[src/rtl/dbg_guv_pkg.sv]
// Shared types and field layout for the debug governor command sequencer.
package dbg_guv_pkg;

    localparam int unsigned NUM_CHAN   = 5;
    localparam int unsigned CMD_WIDTH  = 29;
    localparam int unsigned CNT_WIDTH  = 23;
    localparam int unsigned OP_WIDTH   = 3;
    localparam int unsigned CHAN_WIDTH = 3;

    localparam int unsigned OP_MSB   = 28;
    localparam int unsigned OP_LSB   = 26;
    localparam int unsigned CHAN_MSB = 25;
    localparam int unsigned CHAN_LSB = 23;
    localparam int unsigned CNT_MSB  = 22;
    localparam int unsigned CNT_LSB  = 0;

    typedef enum logic [OP_WIDTH-1:0] {
        OP_NOP    = 3'd0,
        OP_DROP   = 3'd1,
        OP_INJECT = 3'd2,
        OP_LOG    = 3'd3,
        OP_PAUSE  = 3'd4,
        OP_CLEAR  = 3'd5
    } op_e;

    typedef enum logic [CHAN_WIDTH-1:0] {
        CH_RDATA  = 3'd0,
        CH_WDATA  = 3'd1,
        CH_RADDR  = 3'd2,
        CH_AWADDR = 3'd3,
        CH_RESP   = 3'd4
    } chan_e;

    typedef enum logic [1:0] {
        ST_IDLE = 2'd0,
        ST_RUN  = 2'd1,
        ST_DONE = 2'd2
    } state_e;

    // Ops that drive a per-channel enable and occupy RUN.
    function automatic logic op_is_gov(input logic [OP_WIDTH-1:0] op);
        return (op == OP_DROP) || (op == OP_INJECT) ||
               (op == OP_LOG)  || (op == OP_PAUSE);
    endfunction

endpackage

[src/rtl/dbg_guv_cmd_ctrl.sv]
// Debug governor command sequencer: accepts one command at a time, drives the
// selected channel enable while counting beats/cycles, then pulses done.
module dbg_guv_cmd_ctrl
    import dbg_guv_pkg::*;
(
    input  logic                  clk,
    input  logic                  rst,
    input  logic [CMD_WIDTH-1:0]  cmd_in_TDATA,
    input  logic                  cmd_in_TVALID,
    output logic                  cmd_in_TREADY,
    input  logic [NUM_CHAN-1:0]   chan_beat,
    input  logic                  abort,
    output logic [NUM_CHAN-1:0]   drop_en,
    output logic [NUM_CHAN-1:0]   inject_en,
    output logic [NUM_CHAN-1:0]   log_en,
    output logic [NUM_CHAN-1:0]   pause_en,
    output logic                  busy,
    output logic                  done,
    output logic [OP_WIDTH-1:0]   done_op,
    output logic                  done_aborted,
    output logic                  cmd_err
);

    state_e                 r_state;
    state_e                 w_next_state;
    logic [OP_WIDTH-1:0]    r_op;
    logic [CHAN_WIDTH-1:0]  r_chan;
    logic [CNT_WIDTH-1:0]   r_cnt;
    logic                   r_aborted;
    logic                   r_cmd_err;

    logic [OP_WIDTH-1:0]    w_in_op;
    logic [CHAN_WIDTH-1:0]  w_in_chan;
    logic [CNT_WIDTH-1:0]   w_in_cnt;
    logic                   w_accept;
    logic                   w_in_illegal;
    logic                   w_start_run;
    logic [NUM_CHAN-1:0]    w_chan_sel;
    logic                   w_dec;
    logic                   w_last;

    assign w_in_op   = cmd_in_TDATA[OP_MSB:OP_LSB];
    assign w_in_chan = cmd_in_TDATA[CHAN_MSB:CHAN_LSB];
    assign w_in_cnt  = cmd_in_TDATA[CNT_MSB:CNT_LSB];

    assign w_accept     = cmd_in_TVALID && (r_state == ST_IDLE);
    assign w_in_illegal = (w_in_op > OP_CLEAR) ||
                          (w_in_chan >= CHAN_WIDTH'(NUM_CHAN));
    assign w_start_run  = op_is_gov(w_in_op) && !w_in_illegal &&
                          (w_in_cnt != CNT_WIDTH'(0));

    // One-hot decode of the latched channel.
    always_comb begin
        w_chan_sel = '0;
        for (int i = 0; i < NUM_CHAN; i++) begin
            w_chan_sel[i] = (r_chan == CHAN_WIDTH'(i));
        end
    end

    // PAUSE counts cycles; the other ops count beats on their own channel only.
    assign w_dec  = (r_state == ST_RUN) &&
                    ((r_op == OP_PAUSE) || ((chan_beat & w_chan_sel) != '0));
    assign w_last = w_dec && (r_cnt == CNT_WIDTH'(1));

    // State register.
    always_ff @(posedge clk) begin
        if (rst) begin
            r_state <= ST_IDLE;
        end else begin
            r_state <= w_next_state;
        end
    end

    // Next-state and output decode from registered state.
    always_comb begin
        w_next_state  = r_state;
        cmd_in_TREADY = 1'b0;
        busy          = 1'b0;
        done          = 1'b0;
        done_op       = '0;
        done_aborted  = 1'b0;
        drop_en       = '0;
        inject_en     = '0;
        log_en        = '0;
        pause_en      = '0;
        case (r_state)
            ST_IDLE: begin
                cmd_in_TREADY = 1'b1;
                if (w_accept) begin
                    w_next_state = w_start_run ? ST_RUN : ST_DONE;
                end
            end
            ST_RUN: begin
                busy = 1'b1;
                case (r_op)
                    OP_DROP:   drop_en   = w_chan_sel;
                    OP_INJECT: inject_en = w_chan_sel;
                    OP_LOG:    log_en    = w_chan_sel;
                    OP_PAUSE:  pause_en  = w_chan_sel;
                    default:   ;
                endcase
                if (abort || w_last) begin
                    w_next_state = ST_DONE;
                end
            end
            ST_DONE: begin
                done         = 1'b1;
                done_op      = r_op;
                done_aborted = r_aborted;
                w_next_state = ST_IDLE;
            end
            default: begin
                w_next_state = ST_IDLE;
            end
        endcase
    end

    // Latched command, countdown, abort flag and sticky error.
    always_ff @(posedge clk) begin
        if (rst) begin
            r_op      <= '0;
            r_chan    <= '0;
            r_cnt     <= '0;
            r_aborted <= 1'b0;
            r_cmd_err <= 1'b0;
        end else begin
            if (w_accept) begin
                r_op      <= w_in_op;
                r_chan    <= w_in_chan;
                r_cnt     <= w_in_cnt;
                r_aborted <= 1'b0;
                if (w_in_op == OP_CLEAR) begin
                    r_cmd_err <= 1'b0;
                end else if (w_in_illegal) begin
                    r_cmd_err <= 1'b1;
                end
            end else if (r_state == ST_RUN) begin
                if (abort) begin
                    r_aborted <= 1'b1;
                end
                if (w_dec && (r_cnt != CNT_WIDTH'(0))) begin
                    r_cnt <= r_cnt - CNT_WIDTH'(1);
                end
            end
        end
    end

    assign cmd_err = r_cmd_err;

endmodule
[config.mk]
export PLATFORM = sky130hd
export DESIGN_NAME = dbg_guv_cmd_ctrl
export DESIGN_NICKNAME = d
export VERILOG_FILES = /design/src/rtl/dbg_guv_pkg.sv /design/src/rtl/dbg_guv_cmd_ctrl.sv
export SDC_FILE = /design/constraint.sdc
export NUM_CORES = 1
export LEC_CHECK = 0
export ABC_AREA = 1
export CAP_MARGIN = 20
export CORE_ASPECT_RATIO = 1.1
export CORE_MARGIN = 1.5
export CORE_UTILIZATION = 54
export CTS_BUF_LIST = sky130_fd_sc_hd__clkbuf_8
export DETAILED_ROUTE_END_ITERATION = 16
export PLACE_DENSITY = 0.88
export SYNTH_ARGS = -nofsm -noshare
export SYNTH_HDL_FRONTEND = slang
export SYNTH_SLANG_ARGS = --single-unit
[constraint.sdc]
create_clock -name clk -period 3.7 [get_ports clk]
set_input_delay 0.74 -clock clk [delete_from_list [all_inputs] [get_ports clk]]
set_output_delay 0.74 -clock clk [all_outputs]
set_load 0.02 [all_outputs]
==> Yosys cells after proc, flatten, opt, wreduce, memory -nomap -nowiden <==
Cells that the tools add are included.
{ "word_totals": {"regBits": 33, "input_bits": 38} }
{ "op_classes": {"magnitude_cmp": 2, "n_eq_ne": 18, "n_addsub": 1, "muxes": 22, "reduce_logical": 26, "bitwise_logic": 1} }
{ "op_table": {"columns": ["op", "n"], "rows": [
  ["23-bit two-way mux", 3],
  ["23-bit nonzero test", 2],
  ["5-bit two-way mux", 8],
  ["23-bit by 1-bit == test with 1-bit output (second input constant)", 1],
  ["23-bit by 1-bit subtractor with 23-bit output (second input constant)", 1],
  ["3-bit by 2-bit == test with 1-bit output (second input constant)", 6],
  ["3-bit == test (second input constant)", 4],
  ["3-bit by 1-bit == test with 1-bit output (second input constant)", 3],
  ["2-bit AND reduction", 4],
  ["1-bit logical AND", 6],
  ["1-bit logical OR", 6],
  ["1-bit two-way mux", 6],
  ["2-bit two-way mux", 3],
  ["2-bit nonzero test", 3],
  ["5-bit bitwise AND", 1],
  ["5-bit nonzero test", 1],
  ["2-bit one-hot mux with 2 select lines", 1],
  ["3-bit >= comparator (second input constant)", 1],
  ["3-bit > comparator (second input constant)", 1],
  ["3-bit zero test", 1],
  ["3-bit two-way mux", 1],
  ["2-bit by 1-bit == test with 1-bit output (second input constant)", 1],
  ["2-bit == test (second input constant)", 1],
  ["2-bit zero test", 1],
  ["other kinds (4)", 4]
]} }

==> Longest topological paths before layout <==
{ "depth": {"depth_word": 9, "mapped_depth": 13, "mapped_depth_nobuf": 13} }

==> Worst setup path after synthesis <==
Ideal clock, no wire load.
{ "synth_timing": {"path_type": "reg-to-output", "start": "reg r_state[0]", "end": "out inject_en[0]", "stages_incl_launch_ff": 5, "arrival_ps": 1365, "n_path_buf": 0, "path_slack_ps": 1595, "required_time_ps": 2960, "cell_sequence": "dfxtp_1 > inv_1 > nor2_2 > nand4_1 > nor2_1"} }
{ "synth_via": {"elab_chain_len": 2} }
{ "synth_rtl": {"columns": ["item", "line", "rtl"], "rows": [
  ["start, declared", "dbg_guv_cmd_ctrl.sv:24", "state_e r_state;"],
  ["start signal, assigned", "dbg_guv_cmd_ctrl.sv:70", "r_state <= w_next_state;"],
  ["2-bit by 1-bit == test with 1-bit output", "dbg_guv_cmd_ctrl.sv:86", "case (r_state)"],
  ["5-bit two-way mux", "dbg_guv_cmd_ctrl.sv:86", null],
  ["end, declared", "dbg_guv_cmd_ctrl.sv:14", "output logic [NUM_CHAN-1:0] inject_en,"]
]} }
No other way between the ends.

==> Final worst setup path <==
{ "layout_timing": {"start": "reg r_state[0]", "end": "out pause_en[3]"} }
{ "layout_via": {"elab_chain_len": 2} }
{ "layout_rtl": {"columns": ["item", "line", "rtl"], "rows": [
  ["2-bit by 1-bit == test with 1-bit output", "dbg_guv_cmd_ctrl.sv:86", null],
  ["5-bit two-way mux", "dbg_guv_cmd_ctrl.sv:86", null],
  ["end, declared", "dbg_guv_cmd_ctrl.sv:16", "output logic [NUM_CHAN-1:0] pause_en,"]
]} }
No other way between the ends.

==> flow_summary.rst <==
.. list-table::
   :header-rows: 1

   * - Metric
     - Value
   * - Status
     - completed
   * - Cts-stage hold buffer count
     - 0
   * - Max Cap Viol
     - 0
   * - DRC violation count after routing
     - 0
   * - Post-synth top area share
     - 0.267
   * - CP bufs+invs
     - 2
   * - Layout cells sized above 1
     - 0.0731
   * - Clock transition at the registers of the reported paths
     - 0.06 ns
   * - Average cell area after synthesis
     - approximately 6.0 um^2
   * - Routed Antenna Nets
     - 0
   * - Startpoint of the most critical register-to-register path
     - r_cnt[14]
   * - Core Util, Final
     - 0.740
   * - Critical Path Start
     - r_state[0]
   * - Register-to-register path setup slack
     - 1.89 ns
   * - Leading cell types by total area after synthesis
     - sky130_fd_sc_hd__dfxtp_1 (27%), sky130_fd_sc_hd__nand2_1 (17%), sky130_fd_sc_hd__nor2_1 (16%), sky130_fd_sc_hd__nand3_1 (5.3%), sky130_fd_sc_hd__inv_1 (5.2%)
   * - Post-synthesis cell type count
     - 34
   * - FF+latch count, synth
     - 33
   * - Most instantiated library cell after synthesis
     - sky130_fd_sc_hd__nand2_1
   * - Proportion of synthesized chip area in sequential cells
     - 0.267
   * - CP Data Required Time
     - slightly below 3 ns
   * - VDD IR-drop max
     - ~0.27 mV
   * - Fraction of power consumed by combinational cells
     - 0.365
   * - Detailed Route WL
     - 6800 um
   * - Share of power burned in registers
     - 0.385
   * - Number of failing hold endpoints at the final stage
     - 0
   * - Die extent in x
     - about 67 um
   * - Number of cell instances on the worst register-to-register path
     - 9
   * - Total Nets Final
     - 520
   * - Critical path cell sequence
     - inv_1 > nor2_2 > nand4_1 > nor2_1 > clkdlybuf4s50_1
   * - Root buffer selected by CTS
     - sky130_fd_sc_hd__clkbuf_8
   * - Placed wire-length estimate after detailed placement
     - around 5300 um
   * - Worst hold path type
     - flop to flop
   * - CP max stage cell
     - sky130_fd_sc_hd__clkdlybuf4s50_1
   * - Syn-to-layout area delta
     - 30.3%
   * - Per-cell routed wire length
     - between 10 and 15 um
   * - Count of placed standard cells in the final layout, fillers left out
     - approximately 530
   * - Ant. Diodes
     - 0
   * - Critical Path Max Stage Delay
     - approximately 0.62 ns
   * - CP arrival
     - about 2.2 ns
   * - Vias/cell
     - between 5 and 6
   * - Shortest period the worst path allows
     - 2.90 ns
   * - Async SR Flop Fraction
     - 0
   * - Row Count
     - 25
   * - Count of instances resized after the clock tree is built
     - 0
   * - Net switching power
     - between 400 and 500 uW
   * - Max-slew violations
     - 0
   * - Number of CTS-inserted buffers
     - 5
   * - CTS tree
     - yes
   * - DIE AREA
     - 4990 um^2
   * - Maximum number of pins on one net before global-route repair
     - 26
   * - First-iteration detailed-routing DRC count
     - around 140
   * - Setup repair after global routing missed its margin
     - no
   * - Worst r2r dst
     - r_cnt[10]
   * - Share of total power consumed by net switching
     - 0.372
   * - Relative slew slack
     - 0.708
   * - Worst setup skew after layout
     - ~0.0058 ns
   * - Final GP Congestion
     - 0.901
   * - Maximum frequency from static timing analysis
     - about 0.35 GHz
   * - Top flip-flop cell by instance count after synthesis
     - sky130_fd_sc_hd__dfxtp_1
   * - Worst slew pin tran
     - about 0.44 ns
   * - Clock latency on the worst-skew pair
     - a little under 0.3 ns
   * - Worst setup path class
     - flop to output pin
   * - Worst setup EP type
     - output pin
   * - Initial antenna violation count
     - 0
   * - Maximum fanout count along the critical path
     - 9
   * - Clock share of power
     - 0.250
   * - Post-synth top cells
     - sky130_fd_sc_hd__nand2_1 (110), sky130_fd_sc_hd__nor2_1 (104), sky130_fd_sc_hd__inv_1 (34)
   * - Initial core utilization
     - 0.568
   * - Number of search-and-repair iterations in the first detailed-routing pass
     - 5
   * - Setup tns final
     - 0 ns
   * - Critical Path End
     - pause_en[3]
   * - Postcts setup bufs
     - 0
   * - Hold Crit Start
     - r_aborted
   * - H-Tree Level Count
     - 2
   * - Vertical die dimension
     - around 74 um
   * - PD cells
     - about 340 nW/um^2
   * - Cell-internal power
     - approximately 700 uW
   * - Vias in the first global route
     - ~2700
   * - Path length in cells of the critical path
     - 5
   * - Total core area
     - around 4300 um^2
   * - Synthesized instance count
     - between 400 and 500
   * - Total standard cell area after synthesis
     - between 2000 and 2500 um^2
   * - CP delay by family, top
     - simple AND/OR/NAND/NOR gates
   * - Clock sinks
     - 33
   * - Input/output buffers
     - 65
   * - Area leader, netlist
     - sky130_fd_sc_hd__dfxtp_1
   * - Net Count, Synth
     - roughly 460
   * - Share of the clock period used by the worst path
     - 0.783
   * - Total global routing overflow
     - 0
   * - Wire length of the first global-routing pass
     - around 11000 um
   * - Io pins
     - 66
   * - Warning count from the yosys run
     - 0
   * - # setup viols final
     - 0
   * - Dpl cells
     - ~530
   * - Global-route total usage across every layer
     - 0.295
   * - Number of flops mapped to enable cells by yosys
     - 0
   * - Clock Tree Buf Depth
     - 2
   * - Pleak
     - between 1 and 1.5 nW
   * - Crit path launch type
     - flop
   * - Detailed-route via count
     - about 2900
## power groups by stage
stage	registers, mW	logic [mW]	clock network, mW
2_1_floorplan	0.421	0.284	0
3_3_place_gp	0.426	0.384	0
6_report	0.420	0.398	0.273
3_5_place_dp	0.427	0.391	0
5_1_grt	0.425	0.449	0.293
4_1_cts	0.420	0.394	0.275
## kinds of logic (layout without fill, tap and decap cells)
logic type / Yosys count / count (layout) / synth area share
and+or+nand+nor: 277 / 277 / 0.490
xor gates and xnor gates: 10 / 10 / 0.0355
adders and majority gates: 3 / 3 / 0.0152
DFF: 33 / 33 / 0.267
AOI/OAI and AO/OA: 46 / 46 / 0.108
buffers and inverters: 46 / 110 / 0.0836
## state kept, by name, summed over array words and instances (netlist names)
name	count
r_op	3
cmd_err	1
r_state	2
r_chan	3
r_aborted	1
r_cnt	23
## worst min-delay path, cell delays in order (launching register included)
cell                      delay, ns
sky130_fd_sc_hd__dfxtp_1       0.30
sky130_fd_sc_hd__inv_1         0.06
sky130_fd_sc_hd__a21oi_1       0.06
## how the worst min path moves through the flow
| stage | endpoint | slack [ns] | cells past startpoint |
|---|---|---|---|
| floorplan | r_aborted | 0.43 | 2 |
| global placement | r_aborted | 0.45 | 2 |
| detailed placement | r_aborted | 0.45 | 2 |
| CTS | r_aborted | 0.46 | 2 |
| global route | r_aborted | 0.49 | 2 |
| finish | r_aborted | 0.46 | 2 |
## area by class of cell
class,instances,area [um^2]
inverters,36,135
fillers,390,1130
flip-flops and latches,33,661
clock buffers,6,82.6
repair buffers,67,666
multi-input cells,336,1600
clock inverters,1,3.75
well taps,54,67.6
## routing by layer
layer | vias up | GRT usage | part of all wire
met4 | 0 | 0.0771 | 0.013
li1 | 1445 | - | -
met1 | 1314 | 0.333 | 0.42
met2 | 93 | 0.559 | 0.52
met3 | 8 | 0.0560 | 0.051
met5 | - | 0 | 0
## through the flow
| step | hold WS [ns] | total power, mW | setup slack, ns | area (um^2) |
|---|---|---|---|---|
| 5_1_grt | 0.487 | 1.17 | 0.711 | 3220 |
| 2_1_floorplan | 0.433 | 0.706 | 1.60 | 2470 |
| 3_5_place_dp | 0.451 | 0.818 | 1.14 | 3130 |
| 6_report | 0.458 | 1.09 | 0.801 | 3220 |
| 3_3_place_gp | 0.447 | 0.810 | 1.23 | 3130 |
| 4_1_cts | 0.461 | 1.09 | 0.828 | 3220 |
## cell usage in the layout, fill, tap and decap left out, types with 2 or more instances in the layout
cell / count
sky130_fd_sc_hd__nand2_1: 110
sky130_fd_sc_hd__nor2_1: 104
sky130_fd_sc_hd__clkdlybuf4s50_1: 65
sky130_fd_sc_hd__inv_1: 35
sky130_fd_sc_hd__dfxtp_1: 33
sky130_fd_sc_hd__nand3_1: 26
sky130_fd_sc_hd__a21oi_1: 18
sky130_fd_sc_hd__o21ai_0: 15
sky130_fd_sc_hd__nand4_1: 9
sky130_fd_sc_hd__xor2_1: 6
sky130_fd_sc_hd__a21boi_1: 6
sky130_fd_sc_hd__clkbuf_8: 6
sky130_fd_sc_hd__nor2_2: 5
sky130_fd_sc_hd__nand2_2: 5
sky130_fd_sc_hd__nor2_4: 4
sky130_fd_sc_hd__nor3_2: 4
sky130_fd_sc_hd__xnor2_1: 4
sky130_fd_sc_hd__nor3_1: 3
sky130_fd_sc_hd__ha_1: 3
sky130_fd_sc_hd__nand3_2: 2
sky130_fd_sc_hd__inv_2: 2
sky130_fd_sc_hd__nand3b_1: 2
sky130_fd_sc_hd__a21oi_2: 2
sky130_fd_sc_hd__buf_4: 2
Note: power is estimated with default switching activity, not from simulation.
